### src/rtl/pingpong_frame_buffer.sv
// ---------------------------------------------------------------------------
// pingpong_frame_buffer
//
// Double-buffered cell-state frame memory. The generation engine writes the
// next generation into the back bank while the display scanner reads the
// current generation from the front bank. A swap exchanges the two banks at a
// generation boundary; a clear sequencer zeroes the back bank one row per
// cycle.
//
// Ports
//   clk         in   1       single clock, all logic on posedge
//   rst_n       in   1       asynchronous active-low reset
//   wr_en       in   1       write strobe into the back bank
//   wr_addr     in   ADDR_W  write row address
//   wr_data     in   DATA_W  write row data
//   rd_en       in   1       read strobe from the front bank
//   rd_addr     in   ADDR_W  read row address
//   rd_data     out  DATA_W  registered read data (0 for out-of-range rows)
//   rd_valid    out  1       rd_data holds the read issued last cycle
//   swap_req    in   1       pulse: request a bank exchange
//   swap_ack    out  1       pulse: the exchange took effect on this edge
//   front_sel   out  1       index of the current front bank
//   clear_req   in   1       pulse: zero every row of the back bank
//   clear_busy  out  1       high while the clear sequence runs
//
// Handshake: swap_req/clear_req are one-cycle requests. A swap requested
// while a clear runs (or in the same cycle a clear starts) is held pending
// and performed in the first idle cycle; any number of requests collapse
// into a single exchange. swap_ack pulses for the cycle after the edge on
// which front_sel toggled.
// ---------------------------------------------------------------------------
module pingpong_frame_buffer #(
    parameter int DATA_W = 32,
    parameter int DEPTH  = 75,
    parameter int ADDR_W = 7
) (
    input  logic              clk,
    input  logic              rst_n,
    input  logic              wr_en,
    input  logic [ADDR_W-1:0] wr_addr,
    input  logic [DATA_W-1:0] wr_data,
    input  logic              rd_en,
    input  logic [ADDR_W-1:0] rd_addr,
    output logic [DATA_W-1:0] rd_data,
    output logic              rd_valid,
    input  logic              swap_req,
    output logic              swap_ack,
    output logic              front_sel,
    input  logic              clear_req,
    output logic              clear_busy
);

    localparam logic [0:0] ST_IDLE  = 1'b0;
    localparam logic [0:0] ST_CLEAR = 1'b1;

    localparam logic [ADDR_W-1:0] LAST_ROW = ADDR_W'(DEPTH - 1);

    logic [0:0]        state;
    logic [ADDR_W-1:0] clr_cnt;
    logic              swap_pending;

    // Bank storage: no reset, contents survive rst_n.
    logic [DATA_W-1:0] bank0 [DEPTH];
    logic [DATA_W-1:0] bank1 [DEPTH];

    logic              clearing;
    logic              wr_ok;
    logic              mem_we;
    logic [ADDR_W-1:0] mem_addr;
    logic [DATA_W-1:0] mem_wdata;
    logic [DATA_W-1:0] front_row;

    assign clearing   = (state == ST_CLEAR);
    assign clear_busy = clearing;

    // The clear sequencer owns the back-bank write port while it runs, so
    // user writes are simply dropped during that window.
    always_comb begin
        wr_ok     = wr_en && !clearing && (wr_addr <= LAST_ROW);
        mem_we    = clearing || wr_ok;
        mem_addr  = clearing ? clr_cnt : wr_addr;
        mem_wdata = clearing ? '0 : wr_data;
    end

    // Back bank is the one not selected by front_sel. front_sel is the
    // pre-edge value, so an access coincident with a swap uses the old banks.
    always_ff @(posedge clk) begin
        if (mem_we) begin
            if (front_sel) begin
                bank0[mem_addr] <= mem_wdata;
            end else begin
                bank1[mem_addr] <= mem_wdata;
            end
        end
    end

    always_comb begin
        front_row = '0;
        if (rd_addr <= LAST_ROW) begin
            front_row = front_sel ? bank1[rd_addr] : bank0[rd_addr];
        end
    end

    always_ff @(posedge clk or negedge rst_n) begin
        if (!rst_n) begin
            rd_data  <= '0;
            rd_valid <= 1'b0;
        end else begin
            rd_valid <= rd_en;
            if (rd_en) begin
                rd_data <= front_row;
            end
        end
    end

    always_ff @(posedge clk or negedge rst_n) begin
        if (!rst_n) begin
            state        <= ST_IDLE;
            clr_cnt      <= '0;
            swap_pending <= 1'b0;
            front_sel    <= 1'b0;
            swap_ack     <= 1'b0;
        end else begin
            swap_ack <= 1'b0;
            case (state)
                ST_IDLE: begin
                    if (clear_req) begin
                        // Clear wins over a simultaneous swap; the swap waits.
                        state   <= ST_CLEAR;
                        clr_cnt <= '0;
                        if (swap_req) begin
                            swap_pending <= 1'b1;
                        end
                    end else if (swap_req || swap_pending) begin
                        front_sel    <= ~front_sel;
                        swap_ack     <= 1'b1;
                        swap_pending <= 1'b0;
                    end
                end
                ST_CLEAR: begin
                    if (swap_req) begin
                        swap_pending <= 1'b1;
                    end
                    if (clr_cnt == LAST_ROW) begin
                        state   <= ST_IDLE;
                        clr_cnt <= '0;
                    end else begin
                        clr_cnt <= clr_cnt + 1'b1;
                    end
                end
                default: begin
                    state   <= ST_IDLE;
                    clr_cnt <= '0;
                end
            endcase
        end
    end

endmodule

### config.mk
export PLATFORM = sky130hd
export DESIGN_NAME = pingpong_frame_buffer
export DESIGN_NICKNAME = d
export VERILOG_FILES = /design/src/rtl/pingpong_frame_buffer.sv
export SDC_FILE = /design/constraint.sdc
export NUM_CORES = 2
export LEC_CHECK = 0
export ABC_CLOCK_PERIOD_IN_PS = 8000
export BUFFER_PORTS_ARGS = -buffer_cell sky130_fd_sc_hd__buf_4
export CORE_MARGIN = 2
export CORE_UTILIZATION = 46
export DETAILED_ROUTE_END_ITERATION = 10
export HOLD_SLACK_MARGIN = 0.03
export PLACE_DENSITY = 0.7
export SLEW_MARGIN = 20
export SYNTH_ARGS = -nofsm -noshare
export SYNTH_HDL_FRONTEND = slang
export SYNTH_MEMORY_MAX_BITS = 65536
export SYNTH_SLANG_ARGS = --single-unit
### constraint.sdc
create_clock -name clk -period 8 [get_ports clk]
set_input_delay 0.4 -clock clk [delete_from_list [all_inputs] [get_ports clk]]
set_output_delay 0.4 -clock clk [all_outputs]
set_load 0.02 [all_outputs]
---- Yosys cells after proc, flatten, opt, wreduce, memory -nomap -nowiden ----
Memories as Yosys holds them, arrays and structs flattened.
Cells that the tools add are included.
word-level totals
  flip-flop bits (word level) ............. 44
  latch bits .............................. 0
  RAM bits ................................ 4,800
  memory bits (read-only) ................. 0
  output and inout bits ................... 36
  word-level logic and storage cells ...... 47
  memories ................................ 2
memories
  memory  words  width  rd ports  clocked after Yosys merged registers in  wr ports  line  RTL
  bank0   75     32     1         0                                        1         63    logic [DATA_W-1:0] bank0 [DEPTH];
  bank1   75     32     1         0                                        1         64    logic [DATA_W-1:0] bank1 [DEPTH];
cells by class
  add/sub/neg operators ................... 1
  multiply operators ...................... 0
  divide/modulo/power cells ............... 0
  magnitude comparators ................... 2
  equal/unequal tests ..................... 3
  shifts and indexed selects .............. 0
  muxes and demuxes ....................... 23
  bitwise operators ....................... 3
  reduce and logical (&&, ||, !) cells .... 6
operator list
  operator                                                        count
  32-bit two-way mux                                              3
  7-bit two-way mux                                               3
  7-bit less-or-equal comparator (second input constant)          2
  1-bit two-way mux                                               14
  7-bit case mux with 2 select lines                              1
  7-bit by 1-bit adder with 7-bit output (second input constant)  1
  7-bit equality test (second input constant)                     1
  1-bit case mux with 2 select lines                              2
  3-bit inequality test (second input constant)                   1
  1-bit inverter                                                  3
  3-bit AND reduction                                             1
  1-bit logical AND                                               2
  1-bit logical OR                                                2
  2-bit inequality test (second input constant)                   1
  1-bit logical NOT                                               1

---- Depth between registers and ports, before layout ----
  depth in word-level cells ............... 6
  mapped depth ............................ 12
  mapped depth without buffers ............ 7

---- Worst setup path before layout ----
Ideal clock, no wire load.
  path kind ............................... reg-to-reg
  start ................................... reg state, in the netlist clear_busy
  end ..................................... mem bank0[0][10], data pin
  library setup time ...................... 0.932 ns
  arrival ................................. 5.007 ns
  required time ........................... 7.068 ns
  path slack .............................. 2.061 ns
  stages on the path, launching flop included .. 6
  period minus slack after synthesis ...... 5.939 ns
  cells stage by stage .................... dfrtp_1 -> clkbuf_1 -> clkbuf_1 -> clkbuf_1 -> clkbuf_1 -> nor2b_1
on the way
  longest elaborated chain between the ends .. 1
RTL lines
  element                 line  RTL
  from (decl)             58    logic [0:0] state;
  from (signal assigned)  118   state <= ST_IDLE;
  from (signal assigned)  129   state <= ST_CLEAR;
  from (signal assigned)  145   state <= ST_IDLE;
  32-bit two-way mux      82    mem_wdata = clearing ? '0 : wr_data;
  via mem_wdata[10]       70    logic [DATA_W-1:0] mem_wdata;
  to (decl)               63
The timed path passes the listed nets, and every way through them passes these cells.

---- Worst setup path in the final report ----
  start ................................... reg state, in the netlist clear_busy
  end ..................................... mem bank0[74][23], enable pin
on the way
  longest elaborated chain between the ends .. 6
  elaborated cells between the ends (all ways) .. 7
  those cells by class .................... mux (3); reduce/logical (4)
RTL lines
  element                                  line  RTL
  1-bit logical NOT                        79    wr_ok = wr_en && !clearing && (wr_addr <= LAST_ROW);
  1-bit logical AND (2 in a row)           79
  1-bit logical OR                         80    mem_we = clearing || wr_ok;
  1-bit two-way mux                        88    if (mem_we) begin
  1-bit two-way mux (not written as such)  90    bank0[mem_addr] <= mem_wdata;
Parallel ways exist; a longest one is shown, timed or not.

==> summary.md <==
| Metric | Value |
|---|---|
| Status | completed |
| Final WL | 506,000 microns |
| Final min period | 4280 ps |
| Switching portion of total power | 23.6% |
| Avg Cell Area, Syn | 20.8 sq um |
| Crit Path Max Fanout | 20 |
| Rel. slew slack | 12.7% |
| Max Freq | 233 MHz |
| Hold Startpoint | wr_data[1] |
| Fin Setup TNS | 0 ps |
| Final setup violation count | 0 |
| First-pass GRT wire length | 710,000 microns |
| Unique masters post-synth | 51 |
| Initial antenna violation count | 35 |
| IO Pins | 88 |
| Fin crit share | 53.5% |
| CP endpoint kind | flip-flop |
| GP Congestion | 0.959 |
| DR vias | 95,600 |
| Synth Flop Type | edfxtp_1 |
| Final hold violation count | 0 |
| Final Skew | 99.5 ps |
| Most frequent cell after synthesis | edfxtp_1 |
| Pwr Density | 261 nW/um^2 |
| End of the worst hold path | bank0[37][1] |
| DR vias/cell | 6.30 |
| Die Height | 641 microns |
| CTS Hold Bufs | 17 |
| Required @ worst endpoint | 8690 ps |
| Rows | 233 |
| Fill cell count | 30,200 |
| Cells on worst reg2reg path | 6 |
| Initial Utilization | 46.2% |
| Synth area leaders | edfxtp_1 77%, mux4_2 9.7%, mux2i_1 4.9%, a22oi_1 1.5%, dfrtp_1 0.59% |
| IO Port Bufs | 87 |
| Reg2Reg Capture Point | bank0[74][23] |
| CP Data Arrival Time | 4980 ps |
| Asr flop ratio synth | 0.908% |
| Post-DP Area | 196,000 sq um |
| Sequential fraction of the synthesis area | 77.9% |
| Reg2Reg Launch Point | clear_busy |
| DR iter-0 viols | 16,100 |
| Leading area contributor after synthesis | edfxtp_1 |
| Die ar. | 410,000 sq um |
| TritonCTS Buffers | 459 |
| CTS tree | yes |
| Num Clock Sinks | 4,844 |
| Mapped Nets | 9,033 |
| Peak VDD IR | 219 uV |
| Clk buf depth | 4 |
| Total grt overflow | 0 |
| Worst setup SP type | flip-flop |
| WHS Path Cells | 3 |
| Worst reg2reg setup slack | 3720 ps |
| CTS H-tree depth | 5 |
| Cell leakage power | 68.6 nW |
| Post-cts repair resize count | 0 |
| Worst Hold Class | in -> reg |
| Worst-Margin Slew | 1300 ps |
| Fin nets | 9,423 |
| Vias in the first global route | 93,300 |
| Antenna-violating nets left | 0 |
| Synth top cells by count | 4,800 x edfxtp_1, 915 x mux2i_1, 805 x mux4_2 |
| CTS Root Cell | clkbuf_16 |
| DR pass1 iterations | 9 |
| Register share of total power | 52.8% |
| Finished Cell Area | 211,000 sq um |
| Post-layout util | 52.3% |
| Top-area cell type share of the netlist area | 77.3% |
| CP Class | reg -> reg |
| Clk slew on worst S/H paths | 70 ps |
| Layout Area Growth over Synthesis | 13.2% |
| Slew Viols, Final | 0 |
| Synthesis Warnings | 0 |
| Setup Fix Bufs, Post-CTS | 0 |
| Detail Placement HPWL | 285,000 microns |
| Overall Global Routing Usage | 24.3% |
| EDFF count, synth | 4,800 |
| RSZ-0062 raised after global routing | false |
| DR WL/cell | 33.4 microns |
| Remaining DRCs | 0 |
| Internal power | 42.0 mW |
| Largest net degree at the start of global routing | 151 |
| Core Region | 403,000 sq um |
| #FFs+latches synth | 4,844 |
| Die width | 641 microns |
| Syn Inst Count | 8,979 |
| Clk_lat worst skew | 1040 ps |
| Post-Syn Area | 186,000 sq um |
| Layout cell share with drive strength beyond 1 | 22.2% |
| Switching power | 13.0 mW |
| Part of the power in combinational logic | 8.4% |
| Clk pwr share | 38.7% |
| Maxcap violations | 0 |
placed cells by master, fill, tap and decap left out, types with 11 or more instances in the layout:
cell and instances:
nor2_1 58, a41oi_1 28, o211ai_1 64, a22oi_1 382, a221oi_1 62, nor3_1 55
nor4_1 26, dlygate4sd3_1 16, nor2_4 151, a21o_1 49, bufinv_16 40, clkinv_1 127
nand3_1 147, nand2b_1 66, edfxtp_1 4800, a21oi_1 113, clkinv_2 84, mux2i_1 915
inv_6 11, clkbuf_16 469, mux4_2 805, o22ai_1 42, dfrtp_1 43, clkinvlp_4 14
o221ai_1 15, mux2_2 33, nand4_1 24, nand2_1 225, nor2b_4 37, nor3_2 12
buf_4 405, nor2b_1 37, a31oi_1 49, nand2_2 15, o21ai_0 60, a211oi_1 36
buf_12 30, clkbuf_1 86, a22o_1 34
routing by layer:
metal	part of all wire [%]	up-vias	track usage, %
met4	5.6	4	11.4
met2	46	6366	37.5
met3	12	996	5.57
met1	36	50100	33.0
met5	0.016	-	0.201
li1	-	38200	-
sequential cells by signal, indices dropped and copies added (netlist names):
name and cells:
swap_pending 1, bank1 2400, rd_data 32, clear_busy 1
rd_valid 1, clr_cnt 7, bank0 2400, front_sel 1
swap_ack 1
area by class of cell:
cell class	count	area (sq um)	share of cell area, %
Sequential cell	4844	145000	68.8
Multi-Input combinational cell	3594	40300	19.1
Clock buffer	558	12100	5.73
Tap cell	5405	6760	3.20
Timing Repair Buffer	463	4080	1.93
Clock inverter	289	2530	1.20
Inverter	7	26.3	0.0125
Antenna cell	10	25.0	0.0119
how the worst max path moves through the flow:
stage               start             to  slack [ps]  cells after the start
2_1_floorplan  clear_busy   bank0[0][10]        2060                      5
4_1_cts        clear_busy   bank0[74][9]        3860                      6
3_3_place_gp   rd_addr[1]    rd_data[11]        2780                      9
3_5_place_dp   rd_addr[0]     rd_data[2]        3120                      7
5_1_grt        clear_busy   bank0[74][9]        3720                      6
6_report       clear_busy  bank0[74][23]        3720                      6
power groups by stage:
stage               Combinational [mW]  Sequential [mW]  Clock [mW]
floorplan                         2.24             29.5           0
global placement                  4.45             29.5           0
detailed placement                4.52             29.6           0
CTS                               4.54             29.0        21.4
global route                      4.74             29.1        22.4
finish                            4.64             29.1        21.3
through the flow:
stage / setup WS, ps / hold WS (ps) / total power [mW] / cells
2_1_floorplan: 2060 / 104 / 31.7 / 8979
3_3_place_gp: 2780 / 470 / 34.0 / 14300
3_5_place_dp: 3120 / 481 / 34.1 / 14300
4_1_cts: 3860 / 106 / 55.0 / 15200
5_1_grt: 3720 / 60.9 / 56.2 / 15200
6_report: 3720 / 66.0 / 55.0 / 15200
worst max-delay path: stages, from the launching register on:
cell and delay (ps):
dfrtp_4 580, clkinv_1 260, nand2_1 130, o21ai_0 870, nand2_1 800, nor2_2 880, buf_4 430
cell families after synthesis:
logic type      count (synthesis)  share of synthesized area [%]
compound gates                949                           3.63
flops                        4844                           77.9
mux                          1753                           14.8
xor+xnor                        1                        0.00470
fa+ha+maj                       2                         0.0134
buf+inv                       541                           1.39
simple gates                  889                           2.24
(Power assumes the default switching activity.)
